$ cat src/rtl/trap_arbiter_if.sv
// Trap arbiter bus: commit-stage exception/interrupt inputs toward the arbiter
// and the presented trap toward the exception handler.
interface trap_arbiter_if #(
   parameter int XLEN = 64
);
   logic [15:0]     exc_valid_i;
   logic [XLEN-1:0] exc_pc_i;
   logic [XLEN-1:0] exc_tval_i;
   logic [2:0]      irq_i;
   logic [2:0]      mie_i;
   logic            mstatus_mie_i;
   logic            trap_ready_i;
   logic            mret_i;
   logic            trap_taken_o;
   logic [XLEN-1:0] trap_cause_o;
   logic [XLEN-1:0] trap_pc_o;
   logic [XLEN-1:0] trap_tval_o;
   logic            busy_o;

   modport slave (
      input  exc_valid_i, exc_pc_i, exc_tval_i, irq_i, mie_i, mstatus_mie_i,
      input  trap_ready_i, mret_i,
      output trap_taken_o, trap_cause_o, trap_pc_o, trap_tval_o, busy_o
   );

   modport master (
      output exc_valid_i, exc_pc_i, exc_tval_i, irq_i, mie_i, mstatus_mie_i,
      output trap_ready_i, mret_i,
      input  trap_taken_o, trap_cause_o, trap_pc_o, trap_tval_o, busy_o
   );
endinterface

$ cat src/rtl/trap_arbiter.sv
// Picks the highest-priority trap, presents it to the handler until accepted,
// then blocks further traps until mret.
module trap_arbiter #(
   parameter int XLEN = 64
) (
   input  logic           clock_i,
   input  logic           reset_i,
   trap_arbiter_if.slave  bus_if
);

   typedef enum logic [1:0] {
      ST_IDLE       = 2'd0,
      ST_PRESENT    = 2'd1,
      ST_IN_SERVICE = 2'd2
   } state_t;

   // Exception codes, highest priority first.
   localparam logic [3:0] EXC_ORDER [16] = '{
      4'd3, 4'd12, 4'd1, 4'd2, 4'd0, 4'd8, 4'd9, 4'd11,
      4'd6, 4'd4, 4'd15, 4'd13, 4'd7, 4'd5, 4'd10, 4'd14
   };

   function automatic logic [3:0] f_exc_code(input logic [15:0] flags);
      logic [3:0] code;
      code = 4'd0;
      for (int i = 15; i >= 0; i--) begin
         if (flags[EXC_ORDER[i]]) begin
            code = EXC_ORDER[i];
         end
      end
      return code;
   endfunction

   state_t          r_state;
   logic            r_taken;
   logic            r_busy;
   logic [XLEN-1:0] r_cause;
   logic [XLEN-1:0] r_pc;
   logic [XLEN-1:0] r_tval;

   state_t          w_state_next;
   logic            w_capture;
   logic [2:0]      w_irq_en;
   logic [3:0]      w_irq_code;
   logic            w_is_irq;
   logic            w_event;
   logic [XLEN-1:0] w_cause;
   logic [XLEN-1:0] w_tval;

   // Interrupt qualification and MEI > MSI > MTI selection
   always_comb begin
      w_irq_en   = bus_if.irq_i & bus_if.mie_i & {3{bus_if.mstatus_mie_i}};
      w_is_irq   = |w_irq_en;
      w_event    = w_is_irq | (|bus_if.exc_valid_i);
      w_irq_code = 4'd0;
      if (w_irq_en[2]) begin
         w_irq_code = 4'd11;
      end else if (w_irq_en[0]) begin
         w_irq_code = 4'd3;
      end else if (w_irq_en[1]) begin
         w_irq_code = 4'd7;
      end else begin
         w_irq_code = 4'd0;
      end
   end

   // Candidate cause/tval; an interrupt always beats a same-cycle exception
   always_comb begin
      w_cause = {XLEN{1'b0}};
      w_tval  = {XLEN{1'b0}};
      if (w_is_irq) begin
         w_cause = {1'b1, {(XLEN-5){1'b0}}, w_irq_code};
         w_tval  = {XLEN{1'b0}};
      end else begin
         w_cause = {1'b0, {(XLEN-5){1'b0}}, f_exc_code(bus_if.exc_valid_i)};
         w_tval  = bus_if.exc_tval_i;
      end
   end

   // Next-state logic
   always_comb begin
      w_state_next = r_state;
      w_capture    = 1'b0;
      case (r_state)
         ST_IDLE: begin
            if (w_event) begin
               w_state_next = ST_PRESENT;
               w_capture    = 1'b1;
            end else begin
               w_state_next = ST_IDLE;
            end
         end
         ST_PRESENT: begin
            if (bus_if.trap_ready_i) begin
               w_state_next = ST_IN_SERVICE;
            end else begin
               w_state_next = ST_PRESENT;
            end
         end
         ST_IN_SERVICE: begin
            if (bus_if.mret_i) begin
               w_state_next = ST_IDLE;
            end else begin
               w_state_next = ST_IN_SERVICE;
            end
         end
         default: begin
            w_state_next = ST_IDLE;
         end
      endcase
   end

   // State and registered outputs; trap fields only load on capture
   always_ff @(posedge clock_i) begin
      if (reset_i) begin
         r_state <= ST_IDLE;
         r_taken <= 1'b0;
         r_busy  <= 1'b0;
         r_cause <= {XLEN{1'b0}};
         r_pc    <= {XLEN{1'b0}};
         r_tval  <= {XLEN{1'b0}};
      end else begin
         r_state <= w_state_next;
         r_taken <= (w_state_next == ST_PRESENT);
         r_busy  <= (w_state_next == ST_PRESENT) || (w_state_next == ST_IN_SERVICE);
         if (w_capture) begin
            r_cause <= w_cause;
            r_pc    <= bus_if.exc_pc_i;
            r_tval  <= w_tval;
         end
      end
   end

   assign bus_if.trap_taken_o = r_taken;
   assign bus_if.busy_o       = r_busy;
   assign bus_if.trap_cause_o = r_cause;
   assign bus_if.trap_pc_o    = r_pc;
   assign bus_if.trap_tval_o  = r_tval;

endmodule

$ cat src/flat_wrapper.sv
// flat-port wrapper written by rule: the top's interface ports become plain ports
module trap_arbiter_flat 
#(
   parameter int XLEN = 64
)
  (clock_i, reset_i, bus_if_exc_valid_i, bus_if_exc_pc_i, bus_if_exc_tval_i, bus_if_irq_i, bus_if_mie_i, bus_if_mstatus_mie_i, bus_if_trap_ready_i, bus_if_mret_i, bus_if_trap_taken_o, bus_if_trap_cause_o, bus_if_trap_pc_o, bus_if_trap_tval_o, bus_if_busy_o);
  trap_arbiter_if #(.XLEN(XLEN)) bus_if_i ();
  input  logic clock_i;
  input  logic reset_i;
  input wire logic [$bits(bus_if_i.exc_valid_i)-1:0] bus_if_exc_valid_i;
  input wire logic [$bits(bus_if_i.exc_pc_i)-1:0] bus_if_exc_pc_i;
  input wire logic [$bits(bus_if_i.exc_tval_i)-1:0] bus_if_exc_tval_i;
  input wire logic [$bits(bus_if_i.irq_i)-1:0] bus_if_irq_i;
  input wire logic [$bits(bus_if_i.mie_i)-1:0] bus_if_mie_i;
  input wire logic [$bits(bus_if_i.mstatus_mie_i)-1:0] bus_if_mstatus_mie_i;
  input wire logic [$bits(bus_if_i.trap_ready_i)-1:0] bus_if_trap_ready_i;
  input wire logic [$bits(bus_if_i.mret_i)-1:0] bus_if_mret_i;
  output wire logic [$bits(bus_if_i.trap_taken_o)-1:0] bus_if_trap_taken_o;
  output wire logic [$bits(bus_if_i.trap_cause_o)-1:0] bus_if_trap_cause_o;
  output wire logic [$bits(bus_if_i.trap_pc_o)-1:0] bus_if_trap_pc_o;
  output wire logic [$bits(bus_if_i.trap_tval_o)-1:0] bus_if_trap_tval_o;
  output wire logic [$bits(bus_if_i.busy_o)-1:0] bus_if_busy_o;
  assign bus_if_i.exc_valid_i = bus_if_exc_valid_i;
  assign bus_if_i.exc_pc_i = bus_if_exc_pc_i;
  assign bus_if_i.exc_tval_i = bus_if_exc_tval_i;
  assign bus_if_i.irq_i = bus_if_irq_i;
  assign bus_if_i.mie_i = bus_if_mie_i;
  assign bus_if_i.mstatus_mie_i = bus_if_mstatus_mie_i;
  assign bus_if_i.trap_ready_i = bus_if_trap_ready_i;
  assign bus_if_i.mret_i = bus_if_mret_i;
  assign bus_if_trap_taken_o = bus_if_i.trap_taken_o;
  assign bus_if_trap_cause_o = bus_if_i.trap_cause_o;
  assign bus_if_trap_pc_o = bus_if_i.trap_pc_o;
  assign bus_if_trap_tval_o = bus_if_i.trap_tval_o;
  assign bus_if_busy_o = bus_if_i.busy_o;
  trap_arbiter #(.XLEN(XLEN)) u_core (.clock_i(clock_i), .reset_i(reset_i), .bus_if(bus_if_i));
endmodule
$ cat config.mk
export PLATFORM = sky130hd
export DESIGN_NAME = trap_arbiter_flat
export DESIGN_NICKNAME = d
export VERILOG_FILES = /design/src/rtl/trap_arbiter_if.sv /design/src/rtl/trap_arbiter.sv /design/src/flat_wrapper.sv
export SDC_FILE = /design/constraint.sdc
export NUM_CORES = 1
export LEC_CHECK = 0
export BUFFER_PORTS_ARGS = -buffer_cell sky130_fd_sc_hd__buf_2
export CELL_PAD_IN_SITES_DETAIL_PLACEMENT = 0
export CELL_PAD_IN_SITES_GLOBAL_PLACEMENT = 2
export CORE_MARGIN = 10
export CORE_UTILIZATION = 24
export CTS_CLUSTER_SIZE = 14
export DETAILED_ROUTE_END_ITERATION = 16
export PLACE_DENSITY_LB_ADDON = 0.1
export SYNTH_ARGS = -nofsm -noshare
export SYNTH_HDL_FRONTEND = slang
export SYNTH_SLANG_ARGS = --single-unit
$ cat constraint.sdc
create_clock -name clock_i -period 3.67 [get_ports clock_i]
set_input_delay 0.5505 -clock clock_i [delete_from_list [all_inputs] [get_ports clock_i]]
set_output_delay 0.5505 -clock clock_i [all_outputs]
set_load 0.005 [all_outputs]
* Word-level counts from Yosys, hierarchy flattened
Index checks and enable logic that the tools add are counted.
** Cells by class
- Equality and inequality tests :: 4
- Multiplexer cells :: 27
- Bitwise operators :: 3
- Reduce and logical (&&, ||, !) cells :: 4
** Operator list (count)
- $mux W64 :: 2
- $mux W4 :: 18
- $reduce_or A16 Y1 :: 1
- $and A3 B3 Y3 :: 2
- $pmux W2 S3 :: 1
- $eq A2 B1 Y1 const B :: 2
- $eq A2 B2 Y1 const B :: 2
- $mux W2 :: 2
- $mux W1 :: 3
- $mux W3 :: 1
- $reduce_or A3 Y1 :: 1
- $logic_not A2 Y1 :: 1
- $logic_or A1 B1 Y1 :: 1
- $or A1 B1 Y1 :: 1
** Word-level totals
- Register bits after elaboration :: 196
- Output and inout port bits :: 194
- Logic and storage cells :: 44

* Depth between registers and ports, before layout
Gate-level depths: netlist of run 1.
- Depth in word-level cells :: 17
- Mapped depth :: 7
- Mapped depth without buffers :: 7

* Worst setup path before layout of run 1
Ideal clock, no wire load.
- Path type :: input-to-reg
- From :: input bus_if_exc_valid_i[5]
- To :: register u_core.r_cause[0] (netlist: u_core.bus_if.trap_cause_o[0])
- Setup time :: 0.137 ns
- Arrival :: 2.376 ns
- Data required time :: 3.533 ns
- Path slack :: 1.157 ns
- Cell stages on the path :: 7
- Path buffers :: 2
- Cell sequence :: or4_1 -> or3_1 -> o41a_1 -> buf_2 -> clkbuf_1 -> o21ai_0 -> a31oi_1
** On the way
- Cells in the longest elaborated chain, start to end :: 15
- Elaborated cells on any way between the ends :: 19
** Ends and longest elaborated chain
- start, declared :: line flat_wrapper.sv:10 : input wire logic [$bits(bus_if_i.exc_valid_i)-1:0] bus_if_exc_valid_i;
- $mux W4 (14 in a row) :: line trap_arbiter.sv:27 : if (flags[EXC_ORDER[i]]) begin
- $mux W64 :: line trap_arbiter.sv:71 : if (w_is_irq) begin
- end signal, assigned :: line trap_arbiter.sv:119 : r_cause <= {XLEN{1'b0}};
- end signal, assigned :: line trap_arbiter.sv:127 : r_cause <= w_cause;
- end, declared :: line trap_arbiter.sv:37 : logic [XLEN-1:0] r_cause;
Parallel ways exist; a longest one is shown, timed or not.
A chain may end at the register's enable or synchronous reset.

* Worst setup path in the final report of run 1
- From :: input bus_if_exc_valid_i[5]
- To :: register u_core.r_tval[62] (netlist: u_core.bus_if.trap_tval_o[62])
** On the way
- Cells in the longest elaborated chain, start to end :: 4
** Ends and longest elaborated chain
- $reduce_or A16 Y1 :: line trap_arbiter.sv:54 : w_event = w_is_irq | (|bus_if.exc_valid_i);
- $or A1 B1 Y1 :: line trap_arbiter.sv:54
- $mux W1 :: line trap_arbiter.sv:86 : if (w_event) begin
- $mux W1 :: line trap_arbiter.sv:84 : case (r_state)
- end signal, assigned :: line trap_arbiter.sv:121 : r_tval <= {XLEN{1'b0}};
- end signal, assigned :: line trap_arbiter.sv:129 : r_tval <= w_tval;
- end, declared :: line trap_arbiter.sv:39 : logic [XLEN-1:0] r_tval;
Every way passes these cells.

==> flow_summary.toml, run 1 <==
[timing]
relSlewSlack = 0.489
fin_setup_tns_ns = 0
post-route-min-period_ns = 2.63
fin_crit_sh = 0.718
fin_hold_ws_ns = 0.343
max_freq_mhz = 380
maximum_clock_skew_at_final_layout_ns = 0.0153
maxSlewViolCount = 0
tightest_slew_ns = 0.766
report.final.hold_viol_count = 0
final_count_of_negative_setup_slack_endpoints = 0
grt_setup_unrepaired = "false"

[setup_path]
crit_path_max_incr_delay_ns = 0.56
endpoint_kind = "register"
path_class = "primary input to register"
slowest_library_cell_on_the_worst_path = "sky130_fd_sc_hd__or4_1"
worstPathRequired_ns = 4.02
critPathLaunchType = "primary input"
worstPathArrival_ns = 2.99
cp_max_fo = 44
cp_top_family = "simple AND/OR/NAND/NOR gates"
cp_cell_sequence = "buf_2 > or4_1 > or3_1 > o41a_2 > nor2_8 > buf_12 > a22o_1"
path_buf_inv = 2

[detailed_routing]
post-route-drc-count = 0
firstDrtPassIters = 4
drt_first_iter_violations = 217
avgRoutedWirePerCell_um = 17.7
vias_per_cell = 4.31
postRouteAntennaNets = 0
dr_total_vias = 4826
drt-total-wl_um = 19900

[power_and_ir_drop]
vdd_drop_max_mv = 0.264
totalPowerFinal_w = 0.00383
power.leakage_nw = 3.59
power.density_nw_per_um2 = 535

[synth]
synth_area_um2 = 5150
area_share_of_and_or_nand_nor_cells_after_synthesis = 0.125
synth-adder-area-share = 0.00243
synthCells = 554
synth_edf_count = 0
postSynth.asyncResetShare = 0
synth_compound_area_frac = 0.211
post_synth_mux_area_share = 0
postSynthRegisterBits = 137
postSynth.topFlopCell = "sky130_fd_sc_hd__dfxtp_1"
synth_top_family_by_area = "compound AO/OA/AOI/OAI gates"
number_of_warnings_reported_in_the_yosys_synthesis_log = 0
syn-mean-instance-area_um2 = 9.29
synth_xor_area_frac = 0
synth_cell_type_count = 37
seq_area_frac_synth = 0.533

[finish]
post_route_cells_drive_above_1_share = 0.393
antennaDiodeCount = 0
layout.cell_area.non_filler_um2 = 7160
sequential_cell_area_um2 = 2740
fill_cells = 2290
area_occupied_by_multi_input_gates_um2 = 1980
syn_to_final_growth_pct = 39.2
finish.net_count = 988

[clock_network]
tritoncts_num_sinks = 137
clk_transition_reported_paths_ns = 0.07
cts_max_path_buffers = 2
number_of_buffers_created_by_cts = 17
clk_latency_ns = 0.42
clock_tree.htree_level_count = 4
hold_buffers = 0
clock_tree_from_tritoncts = "done"
cts.root.buffer_cell = "sky130_fd_sc_hd__clkbuf_16"
cts_setup_buffers = 0
cts_resized = 0

[grt]
gr-usage-all-layers = 0.137
global_route_wire_length_before_repair_um = 29900
global_route.overflow_total = 0
grt_antenna_before_repair = 0
largest_net_degree_at_the_start_of_global_routing = 71
number_of_global_route_vias_before_repair = 4896

[floorplan]
die_width_um = 166
placeableCoreArea_um2 = 21100
rows = 53
floorplan.io_pins = 349
initial_utilization = 0.244
die_h_um = 166
die_area_um2 = 27700

[placement]
place_area_um2 = 6590
numPortBuffers = 289
detailed_placement_hpwl_um = 15300
place.gp.congestion = 0.789

[min_path]
holdCritPathClass = "primary input to register"

[run_status]
outcome = "finished, final reports clean"

[job]
drv.max_cap_violation_count = 0
logic make-up (layout without fill, tap and decap cells):
group                    Yosys count  in the layout
buffers and inverters             99            332
adder cells (fa/ha/maj)            1              1
flip-flops                       137            137
other                              1             59
AO/OA/AOI/OAI                    157            157
AND/OR/NAND/NOR                  159            159
registers in the layout (all words and copies together) (netlist names):
register                    count
u_core.bus_if.trap_cause_o      5
u_core.bus_if.trap_pc_o        64
u_core.r_state                  2
u_core.bus_if.busy_o            1
u_core.bus_if.trap_tval_o      64
u_core.bus_if.trap_taken_o      1
power by group:
part / switching (W) / internal [W]
Sequential: 0.0000557 / 0.00160
Clock: 0.000733 / 0.000913
Combinational: 0.000295 / 0.000232
Total: 0.00108 / 0.00275
final cells by class:
class	instances	area share
clock buffer	18	0.0613
inverter	5	0.00262
multi-input combinational	376	0.277
tap	275	0.0480
sequential	137	0.383
timing repair buffer	295	0.210
clock inverter	14	0.0185
cells in the final DEF (no fill, tap or decap), types with 2 or more instances in the layout:
master	instances
sky130_fd_sc_hd__buf_2	289
sky130_fd_sc_hd__dfxtp_1	137
sky130_fd_sc_hd__nand2_1	133
sky130_fd_sc_hd__a21oi_1	71
sky130_fd_sc_hd__a22o_1	64
sky130_fd_sc_hd__conb_1	59
sky130_fd_sc_hd__clkbuf_16	17
sky130_fd_sc_hd__nor2_1	9
sky130_fd_sc_hd__nor3_1	6
sky130_fd_sc_hd__inv_1	5
sky130_fd_sc_hd__o21ai_0	5
sky130_fd_sc_hd__inv_6	5
sky130_fd_sc_hd__buf_4	5
sky130_fd_sc_hd__clkinvlp_4	4
sky130_fd_sc_hd__a31oi_1	3
sky130_fd_sc_hd__inv_8	3
sky130_fd_sc_hd__or3_1	2
sky130_fd_sc_hd__nor4_1	2
final timing paths:
check                               from                            end  slack, ns  cells past startpoint
min                 bus_if_exc_tval_i[1]   u_core.bus_if.trap_tval_o[1]       0.34                      2
max                bus_if_exc_valid_i[5]  u_core.bus_if.trap_tval_o[62]       1.04                      7
max reg2reg            u_core.r_state[0]  u_core.bus_if.trap_cause_o[2]       1.65                      5
min reg2reg  u_core.bus_if.trap_pc_o[54]    u_core.bus_if.trap_pc_o[54]       0.45                      2
routing by layer:
metal | track usage | up-vias | wire length, um
li1 | - | 2349 | -
met3 | 0.0487 | 13 | 1590
met4 | 0.0481 | 0 | 254
met2 | 0.228 | 233 | 9620
met1 | 0.161 | 2231 | 8400
met5 | 0 | - | 0
per-stage QoR:
step	setup WS (ns)	util	instances
final	1.04	0.340	1120
after global routing	0.935	0.340	1120
after CTS	1.05	0.340	1120
after detailed placement	0.611	0.313	1088
after global placement	0.619	0.313	1088
after floorplan	1.16	-	612
synth_stat cells, types with 2 or more instances:
| master | n | area share |
|---|---|---|
| sky130_fd_sc_hd__buf_4 | 63 | 0.092 |
| sky130_fd_sc_hd__nor3_1 | 6 | 0.0058 |
| sky130_fd_sc_hd__a21oi_1 | 71 | 0.069 |
| sky130_fd_sc_hd__o21ai_0 | 5 | 0.0049 |
| sky130_fd_sc_hd__nor4_1 | 3 | 0.0036 |
| sky130_fd_sc_hd__buf_6 | 6 | 0.013 |
| sky130_fd_sc_hd__dfxtp_1 | 137 | 0.53 |
| sky130_fd_sc_hd__nor2_1 | 9 | 0.0066 |
| sky130_fd_sc_hd__buf_2 | 3 | 0.0029 |
| sky130_fd_sc_hd__a31oi_1 | 3 | 0.0036 |
| sky130_fd_sc_hd__a22o_1 | 64 | 0.11 |
| sky130_fd_sc_hd__nand2_1 | 133 | 0.097 |
| sky130_fd_sc_hd__or3_1 | 2 | 0.0024 |
| sky130_fd_sc_hd__inv_1 | 5 | 0.0036 |
| sky130_fd_sc_hd__clkbuf_1 | 22 | 0.016 |
(Power assumes the default switching activity.)
==> run 2: changes to the inputs <==
--- a/config.mk
+++ b/config.mk
@@ -9,7 +9,7 @@
 export CELL_PAD_IN_SITES_DETAIL_PLACEMENT = 0
 export CELL_PAD_IN_SITES_GLOBAL_PLACEMENT = 2
 export CORE_MARGIN = 10
-export CORE_UTILIZATION = 24
+export CORE_UTILIZATION = 22
 export CTS_CLUSTER_SIZE = 14
 export DETAILED_ROUTE_END_ITERATION = 16
 export PLACE_DENSITY_LB_ADDON = 0.1
==> constraint.sdc (replaced) <==
create_clock -name clock_i -period 2.6 [get_ports clock_i]
set_input_delay 0.39 -clock clock_i [delete_from_list [all_inputs] [get_ports clock_i]]
set_output_delay 0.39 -clock clock_i [all_outputs]
set_load 0.005 [all_outputs]
==> flow_summary.toml, run 2 (same netlist as run 1, synthesis figures left out) <==
[timing]
maxSlewViolCount = 0
relSlewSlack = 0.581
tightest_slew_ns = 0.625
max_freq_mhz = 449
maximum_clock_skew_at_final_layout_ns = 0.00873
timing.final.ws_setup_ns = 0.374
post-route-min-period_ns = 2.23
final_count_of_negative_setup_slack_endpoints = 0
fin_crit_sh = 0.856
grt_setup_unrepaired = "false"
fin_hold_ws_ns = 0.181
report.final.hold_viol_count = 0

[job]
drv.max_cap_violation_count = 0

[power_and_ir_drop]
power.leakage_nw = 3.67
power.density_nw_per_um2 = 741
vdd_drop_max_mv = 0.383
totalPowerFinal_w = 0.00545

[floorplan]
die_area_um2 = 29900
initial_utilization = 0.225
die_width_um = 173
rows = 55
placeableCoreArea_um2 = 22800
die_h_um = 173
floorplan.io_pins = 349

[grt]
met2_usage = 0.213
largest_net_degree_at_the_start_of_global_routing = 50
globalRouteMet1Util = 0.144
gr-usage-all-layers = 0.128
gr-usage-met3 = 0.0573
grt_antenna_before_repair = 2
global_route_wire_length_before_repair_um = 29900
number_of_global_route_vias_before_repair = 4984
global_route.overflow_total = 0
grt-busiest-layer = "met2"

[clock_network]
cts_resized = 0
clk_latency_ns = 0.41
clock_tree.htree_level_count = 4
cts_max_path_buffers = 2
clock_tree_from_tritoncts = "done"
hold_buffers = 0
number_of_buffers_created_by_cts = 17
tritoncts_num_sinks = 137
clk_transition_reported_paths_ns = 0.07
cts_setup_buffers = 0
cts.root.buffer_cell = "sky130_fd_sc_hd__clkbuf_16"

[setup_path]
crit_path_max_incr_delay_ns = 0.60
cp_max_fo = 49
cp_cell_sequence = "buf_2 > or4_1 > or3_1 > o41a_2 > nor2_8 > buf_12 > a22o_1"
worstSetupPathDepth = 7
reg2regPathDepth = 5
endpoint_kind = "register"
path_buf_inv = 2
path_class = "primary input to register"
slowest_library_cell_on_the_worst_path = "sky130_fd_sc_hd__o41a_2"
worstPathArrival_ns = 2.59
cp_top_family = "simple AND/OR/NAND/NOR gates"
critPathLaunchType = "primary input"
worstPathRequired_ns = 2.96

[detailed_routing]
post-route-drc-count = 0
firstDrtPassIters = 4
postRouteAntennaNets = 0
drt_first_iter_violations = 213
vias_per_cell = 4.14
avgRoutedWirePerCell_um = 16.9
dr_total_vias = 4845
drt-total-wl_um = 19800

[placement]
place_area_um2 = 6780
numPortBuffers = 289
detailed_placement_hpwl_um = 15600
place.gp.congestion = 0.800
preCtsSetupSlack_ns = -0.0496

[min_path]
holdCritPathClass = "primary input to register"
min_delay_path_depth = 2

[finish]
post_route_cells_drive_above_1_share = 0.401
layout_commonest_cell = "sky130_fd_sc_hd__buf_2"
syn_to_final_growth_pct = 43.0
layout.cell_area.non_filler_um2 = 7360
finish.net_count = 1000
layout.cells.most_common_list = "289 x sky130_fd_sc_hd__buf_2, 137 x sky130_fd_sc_hd__dfxtp_1, 133 x sky130_fd_sc_hd__nand2_1"

[run_status]
outcome = "finished, final reports clean"
## run 2: changes by cell type in the layout (fill, tap and decap cells not counted), sizes merged
cell	delta
diode	+1
clkinv	+3
clkinvlp	-3
clkbuf	-1
buf	+12
inv	+1
## run 2: worst paths after layout
kind,start,endpoint,slack (ns)
max,bus_if_exc_valid_i[5],u_core.bus_if.trap_tval_o[42],0.37
min,bus_if_exc_tval_i[17],u_core.bus_if.trap_tval_o[17],0.18
min reg2reg,u_core.bus_if.trap_pc_o[37],u_core.bus_if.trap_pc_o[37],0.45
max reg2reg,u_core.r_state[0],u_core.bus_if.trap_pc_o[61],0.89
## run 2: power by group
part | leakage, nW | switching (W) | total [W] | internal [W]
clock network | 0.281 | 0.00106 | 0.00233 | 0.00127
logic | 2.26 | 0.000423 | 0.000781 | 0.000357
registers | 1.13 | 0.0000788 | 0.00234 | 0.00226
## run 2: area by class of cell
type | instances | area, um^2
diodes | 1 | 2.50
well taps | 313 | 392
multi-input cells | 376 | 1980
repair buffers | 307 | 1640
flip-flops and latches | 137 | 2740
inverters | 5 | 18.8
clock buffers | 17 | 425
clock inverters | 15 | 149
fillers | 2473 | 15500
## run 2: through the flow
step                setup TNS, ns  instances  utilization
finish                          0       1171        0.322
global placement           -0.252       1138        0.297
detailed placement          -1.92       1138        0.297
CTS                             0       1170        0.322
floorplan                       0        612            -
global route                    0       1171        0.322
## run 2: routing by layer
layer  vias up  part of all wire
met5         -           0.00066
met2       231              0.48
li1       2373                 -
met3        15             0.095
met4         2            0.0099
met1      2224              0.42
==> run 3: changes to the inputs <==
--- a/config.mk
+++ b/config.mk
@@ -12,7 +12,7 @@
 export CORE_UTILIZATION = 22
 export CTS_CLUSTER_SIZE = 14
 export DETAILED_ROUTE_END_ITERATION = 16
-export PLACE_DENSITY_LB_ADDON = 0.1
+export PLACE_DENSITY_LB_ADDON = 0.15
 export SYNTH_ARGS = -nofsm -noshare
 export SYNTH_HDL_FRONTEND = slang
 export SYNTH_SLANG_ARGS = --single-unit
==> flow_summary.toml, run 3 (same netlist as run 1, synthesis figures left out) <==
[grt]
largest_net_degree_at_the_start_of_global_routing = 65
grt-busiest-layer = "met2"
number_of_global_route_vias_before_repair = 4943
gr-usage-all-layers = 0.128
global_route_wire_length_before_repair_um = 30200
grt_antenna_before_repair = 0
global_route.overflow_total = 0
gr-usage-met3 = 0.0486
globalRouteMet1Util = 0.145
met2_usage = 0.219

[detailed_routing]
avgRoutedWirePerCell_um = 17.1
drt-total-wl_um = 19900
vias_per_cell = 4.15
dr_total_vias = 4842
postRouteAntennaNets = 0
firstDrtPassIters = 4
drt_first_iter_violations = 237
post-route-drc-count = 0

[floorplan]
die_h_um = 173
placeableCoreArea_um2 = 22800
initial_utilization = 0.225
rows = 55
die_width_um = 173
die_area_um2 = 29900
floorplan.io_pins = 349

[timing]
report.final.hold_viol_count = 0
post-route-min-period_ns = 2.17
max_freq_mhz = 461
fin_crit_sh = 0.833
grt_setup_unrepaired = "false"
maximum_clock_skew_at_final_layout_ns = 0.0143
relSlewSlack = 0.619
fin_setup_tns_ns = 0
tightest_slew_ns = 0.567
final_count_of_negative_setup_slack_endpoints = 0
maxSlewViolCount = 0

[power_and_ir_drop]
power.share.combinational = 0.140
vdd_drop_max_mv = 0.321
switching_power_w = 0.00156
fraction_of_power_spent_switching_nets = 0.281
totalPowerFinal_w = 0.00555
power.clock.fraction = 0.438
power.leakage_nw = 3.67
cell_internal_pwr_w = 0.00399
seq_power_share = 0.422
power.density_nw_per_um2 = 755

[setup_path]
worstPathArrival_ns = 2.47
cp_max_fo = 64
reg2regPathDepth = 5
timing.reg2reg.setup_slack_ns = 0.89
worstReg2RegStart = "u_core.r_state[0]"
path_class = "primary input to register"
rr_endpoint = "u_core.bus_if.trap_pc_o[31]"
critPathLaunchType = "primary input"
worstPathRequired_ns = 2.91
endpoint_kind = "register"

[clock_network]
clock_tree_from_tritoncts = "done"
clock_tree.htree_level_count = 4
number_of_buffers_created_by_cts = 17
hold_buffers = 0
clk_latency_ns = 0.42
cts_max_path_buffers = 2
cts_resized = 0
cts_setup_buffers = 0
cts.root.buffer_cell = "sky130_fd_sc_hd__clkbuf_16"
clk_transition_reported_paths_ns = 0.07
tritoncts_num_sinks = 137

[finish]
syn_to_final_growth_pct = 43.0
post_route_cells_drive_above_1_share = 0.400
finish.net_count = 998
antennaDiodeCount = 0
layout.cells.most_common_list = "289 x sky130_fd_sc_hd__buf_2, 137 x sky130_fd_sc_hd__dfxtp_1, 133 x sky130_fd_sc_hd__nand2_1"
layout_commonest_cell = "sky130_fd_sc_hd__buf_2"

[placement]
detailed_placement_hpwl_um = 15700
numPortBuffers = 289
place.gp.congestion = 0.763

[min_path]
holdCritPathClass = "primary input to register"
hold_path.startpoint = "bus_if_exc_tval_i[53]"
min_delay_path_depth = 2
min_delay_worst_endpoint = "u_core.bus_if.trap_tval_o[53]"

[job]
drv.max_cap_violation_count = 0

[run_status]
outcome = "finished, final reports clean"
## run 3: cell types whose count changed in the layout (fill, tap and decap cells not counted)
| cell | previous run | this run |
|---|---|---|
| sky130_fd_sc_hd__buf_4 | 13 | 11 |
| sky130_fd_sc_hd__bufinv_16 | 0 | 1 |
| sky130_fd_sc_hd__clkinvlp_4 | 1 | 2 |
| sky130_fd_sc_hd__inv_6 | 6 | 5 |
| sky130_fd_sc_hd__clkinv_2 | 1 | 0 |
| sky130_fd_sc_hd__clkinv_4 | 2 | 1 |
| sky130_fd_sc_hd__clkinv_8 | 2 | 1 |
| sky130_fd_sc_hd__diode_2 | 1 | 0 |
| sky130_fd_sc_hd__inv_8 | 3 | 5 |
## run 3: cell type report
type	count	area, um^2
repair buffers	305	1630
well taps	313	392
clock buffers	17	425
inverters	5	18.8
fillers	2472	15500
clock inverters	15	170
flip-flops and latches	137	2740
multi-input cells	376	1980
## run 3: metrics by stage
| stage | utilization | hold slack [ns] | setup WS (ns) | instances | instance area, um^2 |
|---|---|---|---|---|---|
| global placement | 0.296 | 0.439 | 0.00625 | 1136 | 6770 |
| finish | 0.322 | 0.181 | 0.433 | 1168 | 7360 |
| CTS | 0.322 | 0.158 | 0.443 | 1168 | 7360 |
| global route | 0.322 | 0.158 | 0.316 | 1168 | 7360 |
| detailed placement | 0.296 | 0.445 | 0.00414 | 1136 | 6770 |
| floorplan | - | 0.453 | 0.248 | 612 | 5360 |
## run 3: power by group through the flow
stage	logic, W	registers [W]	clock network (W)
after floorplan	0.000408	0.00240	0
after global placement	0.000786	0.00239	0
after detailed placement	0.000794	0.00239	0
after CTS	0.000797	0.00234	0.00252
after global routing	0.000870	0.00237	0.00261
final	0.000778	0.00234	0.00243
## run 3: worst max-delay path by stage
stage	startpoint	end	slack, ns	cells past startpoint
floorplan	bus_if_exc_valid_i[5]	u_core.bus_if.trap_cause_o[0]	0.25	7
global placement	bus_if_exc_valid_i[5]	u_core.bus_if.busy_o	0.006	10
CTS	bus_if_exc_valid_i[5]	u_core.bus_if.trap_tval_o[1]	0.44	7
finish	bus_if_exc_valid_i[5]	u_core.bus_if.trap_tval_o[45]	0.43	9
global route	bus_if_exc_valid_i[5]	u_core.bus_if.trap_pc_o[46]	0.32	8
detailed placement	bus_if_exc_valid_i[5]	u_core.bus_if.trap_tval_o[4]	0.004	7
## run 3: critical path: stages
cell                     delay [ns]
sky130_fd_sc_hd__buf_2         0.11
sky130_fd_sc_hd__or4_1         0.53
sky130_fd_sc_hd__or3_1         0.35
sky130_fd_sc_hd__buf_4         0.16
sky130_fd_sc_hd__nor3_1        0.18
sky130_fd_sc_hd__buf_4         0.15
sky130_fd_sc_hd__nor4_2        0.05
sky130_fd_sc_hd__buf_12        0.21
sky130_fd_sc_hd__a22o_1        0.28
## run 3: layer usage
layer / vias up / share of wire
met1: 2226 / 0.42
met5: - / 0
met4: 0 / 0.012
met3: 16 / 0.078
met2: 231 / 0.49
li1: 2369 / -
